===== config.mk =====
export PLATFORM = sky130hd
export DESIGN_NAME = mem_access_ctrl
export DESIGN_NICKNAME = d
export VERILOG_FILES = /design/src/rtl/wisc_pkg.sv /design/src/rtl/mem_watchdog.sv /design/src/rtl/mem_access_ctrl.sv
export SDC_FILE = /design/constraint.sdc
export NUM_CORES = 1
export LEC_CHECK = 0
export CORE_MARGIN = 8
export CORE_UTILIZATION = 44
export DETAILED_ROUTE_END_ITERATION = 16
export GPL_ROUTABILITY_DRIVEN = 0
export HOLD_SLACK_MARGIN = 0.03
export PLACE_DENSITY = 0.84
export SETUP_SLACK_MARGIN = 0.15
export SYNTH_ARGS = -nofsm -noshare
export SYNTH_HDL_FRONTEND = slang
export SYNTH_SLANG_ARGS = --single-unit

===== constraint.sdc =====
create_clock -name clk -period 3.95 [get_ports clk]
set_clock_uncertainty 0.2 [all_clocks]
set_input_delay 0.9875 -clock clk [delete_from_list [all_inputs] [get_ports clk]]
set_output_delay 0.9875 -clock clk [all_outputs]
set_load 0.005 [all_outputs]

===== src/rtl/wisc_pkg.sv =====
// Shared types and default widths for the processor's memory stage.
// Imported by mem_access_ctrl; mem_watchdog is self-contained.
package wisc_pkg;

    localparam int DATA_W_DEFAULT = 16;
    localparam int ADDR_W_DEFAULT = 16;

    typedef enum logic [2:0] {
        IDLE = 3'd0,
        REQ  = 3'd1,
        WAIT = 3'd2,
        RESP = 3'd3,
        ERR  = 3'd4
    } mem_state_t;

    // A request is illegal when the byte address is odd or both strobes are set.
    function automatic logic access_illegal(input logic addr_lsb,
                                            input logic rd,
                                            input logic wr);
        return addr_lsb | (rd & wr);
    endfunction

endpackage


===== src/rtl/mem_watchdog.sv =====
// Counts consecutive enabled cycles and flags the LIMIT-th one.
// Only instantiated by mem_access_ctrl when MEM_TIMEOUT_EN is defined.
module mem_watchdog #(
    parameter int LIMIT = 64
) (
    input  logic clk,
    input  logic rst_n,
    input  logic clr,
    input  logic en,
    output logic expired
);

    localparam int CW = (LIMIT > 2) ? $clog2(LIMIT) : 1;

    logic [CW-1:0] count;

    // Combinational so the controller can leave WAIT on the LIMIT-th cycle itself.
    assign expired = en & (count == CW'(LIMIT - 1));

    always_ff @(posedge clk) begin
        if (!rst_n || clr) begin
            count <= '0;
        end else if (en && !expired) begin
            count <= count + 1'b1;
        end
    end

endmodule


===== src/rtl/mem_access_ctrl.sv =====
// Memory-stage sequencer: one transaction per load/store, pipeline stall, sticky error.
// Optional watchdog on the WAIT state is enabled by defining MEM_TIMEOUT_EN.
module mem_access_ctrl
    import wisc_pkg::*;
#(
    parameter int DATA_W      = DATA_W_DEFAULT,
    parameter int ADDR_W      = ADDR_W_DEFAULT,
    parameter int TIMEOUT_CYC = 64
) (
    input  logic              clk,
    input  logic              rst_n,
    input  logic              Valid,
    input  logic              MemRead,
    input  logic              MemWrite,
    input  logic [ADDR_W-1:0] Addr,
    input  logic [DATA_W-1:0] WriteData,
    output logic              Stall,
    output logic              Done,
    output logic [DATA_W-1:0] ReadData,
    output logic              err,
    output logic              mem_en,
    output logic              mem_wr,
    output logic [ADDR_W-1:0] mem_addr,
    output logic [DATA_W-1:0] mem_wdata,
    input  logic              mem_done,
    input  logic [DATA_W-1:0] mem_rdata
);

    if (TIMEOUT_CYC < 2) begin : g_bad_timeout
        $error("mem_access_ctrl: TIMEOUT_CYC must be at least 2");
    end

    mem_state_t state;
    logic       stall_q;
    logic       req;
    logic       illegal;
    logic       timeout;

    assign req     = Valid & (MemRead | MemWrite);
    assign illegal = req & access_illegal(Addr[0], MemRead, MemWrite);

`ifdef MEM_TIMEOUT_EN
    mem_watchdog #(
        .LIMIT (TIMEOUT_CYC)
    ) u_watchdog (
        .clk     (clk),
        .rst_n   (rst_n),
        .clr     (state != WAIT),
        .en      (state == WAIT),
        .expired (timeout)
    );
`else
    assign timeout = 1'b0;
`endif

    // NOTE: the IDLE term is combinational so the pipeline freezes in the same
    // cycle a request appears; every other stall comes from the stall_q register.
    assign Stall = stall_q | (rst_n & (state == IDLE) & req);

    // NOTE: state and outputs use non-blocking assignments so every register
    // samples the pre-edge values; reset is synchronous and clears all of them.
    always_ff @(posedge clk) begin
        if (!rst_n) begin
            state     <= IDLE;
            stall_q   <= 1'b0;
            Done      <= 1'b0;
            err       <= 1'b0;
            mem_en    <= 1'b0;
            mem_wr    <= 1'b0;
            mem_addr  <= '0;
            mem_wdata <= '0;
            ReadData  <= '0;
        end else begin
            mem_en <= 1'b0;
            Done   <= 1'b0;
            unique case (state)
                IDLE: begin
                    if (illegal) begin
                        state   <= ERR;
                        err     <= 1'b1;
                        stall_q <= 1'b1;
                    end else if (req) begin
                        state     <= REQ;
                        mem_en    <= 1'b1;
                        mem_wr    <= MemWrite;
                        mem_addr  <= Addr;
                        mem_wdata <= WriteData;
                        stall_q   <= 1'b1;
                    end
                end
                REQ, WAIT: begin
                    if (mem_done) begin
                        state    <= RESP;
                        Done     <= 1'b1;
                        stall_q  <= 1'b0;
                        ReadData <= mem_wr ? '0 : mem_rdata;
                    end else if (timeout) begin
                        state <= ERR;
                        err   <= 1'b1;
                    end else begin
                        state <= WAIT;
                    end
                end
                RESP: begin
                    // Pipeline advances on this edge; requests resume from IDLE.
                    state <= IDLE;
                end
                ERR: begin
                    state <= ERR;
                end
                default: begin
                    state   <= IDLE;
                    stall_q <= 1'b0;
                end
            endcase
        end
    end

endmodule


Yosys cells after proc, flatten, opt, wreduce, memory -nomap -nowiden. Index checks and enable logic that the tools add are counted.

Equality and inequality tests: 6. Muxes and demuxes: 11. Reductions and logical operators: 9. Bitwise gates (word level): 12.

Operators by type and width (count): 2-to-1 mux 16 bit (1); one-hot mux 3 bit (3 select lines) (1); equality test 3 x 2 -> 1 bit, second input constant (2); 2-to-1 mux 1 bit (6); 2-to-1 mux 3 bit (2); AND reduction 2 bit (3); AND reduction 3 bit (2); AND 1 bit (5); inverter 1 bit (4); OR reduction 2 bit (2); equality test 3 x 1 -> 1 bit, second input constant (1); equality test 3 bit, second input constant (1); logical NOT 3 bit (1); inequality test 3 bit, second input constant (1); OR 1 bit (3); one-hot mux 1 bit (3 select lines) (1); OR reduction 3 bit (1); inequality test 2 bit, second input constant (1).

Bits in registers: 56. Output and inout port bits: 53. Word-level logic and storage cells: 47. Input bits: 54.

Depth between registers and ports, before layout.
Depth after elaboration: 5. Gate-level depth with buffers: 6. Mapped depth without buffers: 3.

Least setup slack after synthesis. OpenSTA, ideal clock, no wires.

Path kind: in2out. Start point: in Valid. End point: out Stall. Stages: 3. Arrival time: 1.466 ns. Required time: 2.763 ns. Path buffers: 0. Slack: 1.296 ns. Cells stage by stage: nor4b_4 -> o211ai_1 -> nand2b_1.

Word-level cells in the longest chain between the ends: 3.

Ends and longest elaborated chain: start, declared (line mem_access_ctrl.sv:12) `input logic Valid,`; AND 1 bit (line mem_access_ctrl.sv:39) `assign req = Valid & (MemRead | MemWrite);`; AND 1 bit (line mem_access_ctrl.sv:58) `assign Stall = stall_q | (rst_n & (state == IDLE) & req);`; OR 1 bit (line mem_access_ctrl.sv:58); end, declared (line mem_access_ctrl.sv:17) `output logic Stall,`.

Every way passes these cells.

Final worst setup path. Ends and elaborated chain as after synthesis.

==> results.toml <==
[synth]
syn_avg_cell_area_um2 = 9.24
synth_edf_count = 0
async_reset_ff_share_pct = 0
synth_top_area_share_pct = 47.6
postSynthCellCount = 255
synthTopCellsByCount = "65 x nand2_1, 56 x dfxtp_1, 31 x mux2i_1, 17 x o21ai_0"
yosysTopAreaCell = "dfxtp_1"
synthFlopType = "dfxtp_1"
yosys-top-cells-area = "dfxtp_1 48%, mux2i_1 13%, nand2_1 10%"
yosysUniqueCellTypes = 32
synth-seq-cells = 56
yosysSeqAreaShare_pct = 47.6
ys_warn_count = 0
syn-cell-area_um2 = 2360
syn_nets = 309
synth_most_common_cell = "nand2_1"

[route]
first_pass_iters = 4
viasPerCell = 5.00
wl_per_cell_um = 15.0
routed_wl_um = 6300
drc = 0
drtIter0Drc = 61
ant_nets = 0
vias = 2106

[clock_network]
cts_buffer_depth = 2
cts.clk_slew.worst_paths_ns = 0.09
cts_root_buf = "clkbuf_8"
insertion_delay_ns = 0.30
numCtsBuffers = 5
cts.sinks = 56
post_cts_resized = 0
htreeDepth = 2
cts_hold_buf = 0
cts_setup_buffers = 0
tritoncts = "yes"

[sta]
timing.final.crit_period_ns = 3.65
drv_slew = 0
hold_violations = 0
worst_slew_pin_slew_ns = 1.17
hold_ws_ns = 0.238
max_freq_mhz = 274
fin_crit_sh_pct = 92.5
setup_violations = 0
rsz0062_at_grt = "false"
timing.slew.headroom_pct = 21.1
setup_tns_ns = 0
setup_slack_ns = 0.296

[worst_setup_path]
crit_required_ns = 2.76
critical_path_arrival_ns = 2.47
crit_chain = "clkdlybuf4s50_1 > nor4b_4 > o211ai_1 > nand2b_1 > clkdlybuf4s50_1"
worst_path_most_repeated_cell = "clkdlybuf4s50_1"
critPathMaxFanout = 3
end_kind = "output pin"
slowest_delay_ns = 0.51
startpoint_type = "input pin"
crit_path_top_delay_cell = "clkdlybuf4s50_1"
critPathKind = "input pin to output pin"

[power_and_ir_drop]
pwr-share-seq_pct = 49.1
p_int_uw = 956
leakagePower_nw = 1.25
switching_share_pct = 23.9
power.total_mw = 1.26
power_density_nw_per_um2 = 357
pwr-share-comb_pct = 19.1
vdd_ir_drop_max_v = 0.000248
p_sw_uw = 301
clkPwrFrac_pct = 31.9

[final_layout]
final_nets = 404
diodes = 0
fill_cells = 444
drive_gt1_share_pct = 4.56
area_growth_pct = 49.5

[floorplanning]
die_w_um = 89.2
fp-row-count = 26
initial_core_util_pct = 45.8
die_area_um2 = 7950
die_h_um = 89.2
coreArea_um2 = 5140
ios = 107

[global_route]
grt_pass1_vias = 1979
grt_max_degree = 88
antenna_found_initial = 0
grt_usage_pct = 15.5
gr-total-overflow = 0
grt_pass1_wl_um = 9690

[run]
cap_violations = 0

[placement]
post-place-ws_ns = 0.291
portBuffers = 106
hpwlAfterDp_um = 4540

[worst_hold_path]
hp-class = "register to register"

[outcome]
outcome = "complete, no violations"
[metal layers]
metal	GRT usage, %	vias to the layer above	wire [µm]	part of all wire, %
met5	0	-	0	0
met4	4.68	0	55	0.87
met3	6.62	4	593	9.4
met2	25.7	68	3040	48
met1	17.5	982	2610	41
li1	-	1052	-	-
[kinds of logic after synthesis]
group                    synth area share (%)
XOR/XNOR                                 1.43
flip-flops                               47.6
multiplexers                             13.2
buffers and inverters                    6.58
AO/OA/AOI/OAI                            11.6
AND/OR/NAND/NOR                          19.2
adder cells (fa/ha/maj)                 0.425
[cell type report]
class / instances / area (µm²) / area share, %
well taps: 70 / 87.6 / 2.49
repair buffers: 110 / 1100 / 31.2
inverters: 2 / 7.51 / 0.213
clock buffers: 7 / 96.3 / 2.74
flip-flops and latches: 56 / 1120 / 31.8
clock inverters: 1 / 30.0 / 0.853
multi-input cells: 175 / 1080 / 30.7
[metrics by stage]
step	utilization [%]	cells	instance area [µm²]
global placement	66.1	413	3400
detailed placement	66.1	413	3400
global route	68.5	421	3520
CTS	68.5	421	3520
floorplan	-	255	2360
finish	68.5	421	3520
[critical path: cells and delay by family]
| family | cells | cell delay [ns] |
|---|---|---|
| buffers and inverters | 2 | 1.02 |
| AO/OA/AOI/OAI | 1 | 0.14 |
| AND/OR/NAND/NOR | 2 | 0.32 |
[registers in the layout, summed over array words and instances, names as in the netlist]
signal	cells
Done	1
ReadData	16
err	1
mem_addr	16
mem_en	1
mem_wdata	16
mem_wr	1
stall_q	1
state	3
[final timing paths]
check | cells past startpoint | slack [ns] | to | from
setup / recovery | 5 | 0.30 | Stall | Valid
hold / removal | 2 | 0.24 | mem_addr[0] | mem_addr[0]
setup reg to reg | 3 | 1.86 | ReadData[15] | state[0]
hold reg to reg | 2 | 0.24 | mem_addr[0] | mem_addr[0]
[power by group through the flow]
stage               logic (mW)  clock network [mW]  registers (mW)
floorplan                0.120                   0           0.625
global placement         0.237                   0           0.628
detailed placement       0.241                   0           0.629
CTS                      0.243               0.417           0.616
global route             0.260               0.442           0.620
finish                   0.240               0.400           0.616
[cell usage in the layout (no fill, tap or decap), types with 7 or more instances in the layout]
master	instances
mux2i_1	31
a21boi_0	16
dfxtp_1	56
nand2_1	65
clkdlybuf4s50_1	105
clkbuf_8	7
nand4_1	16
o21ai_0	17
Power figures use the tool's default switching activity.
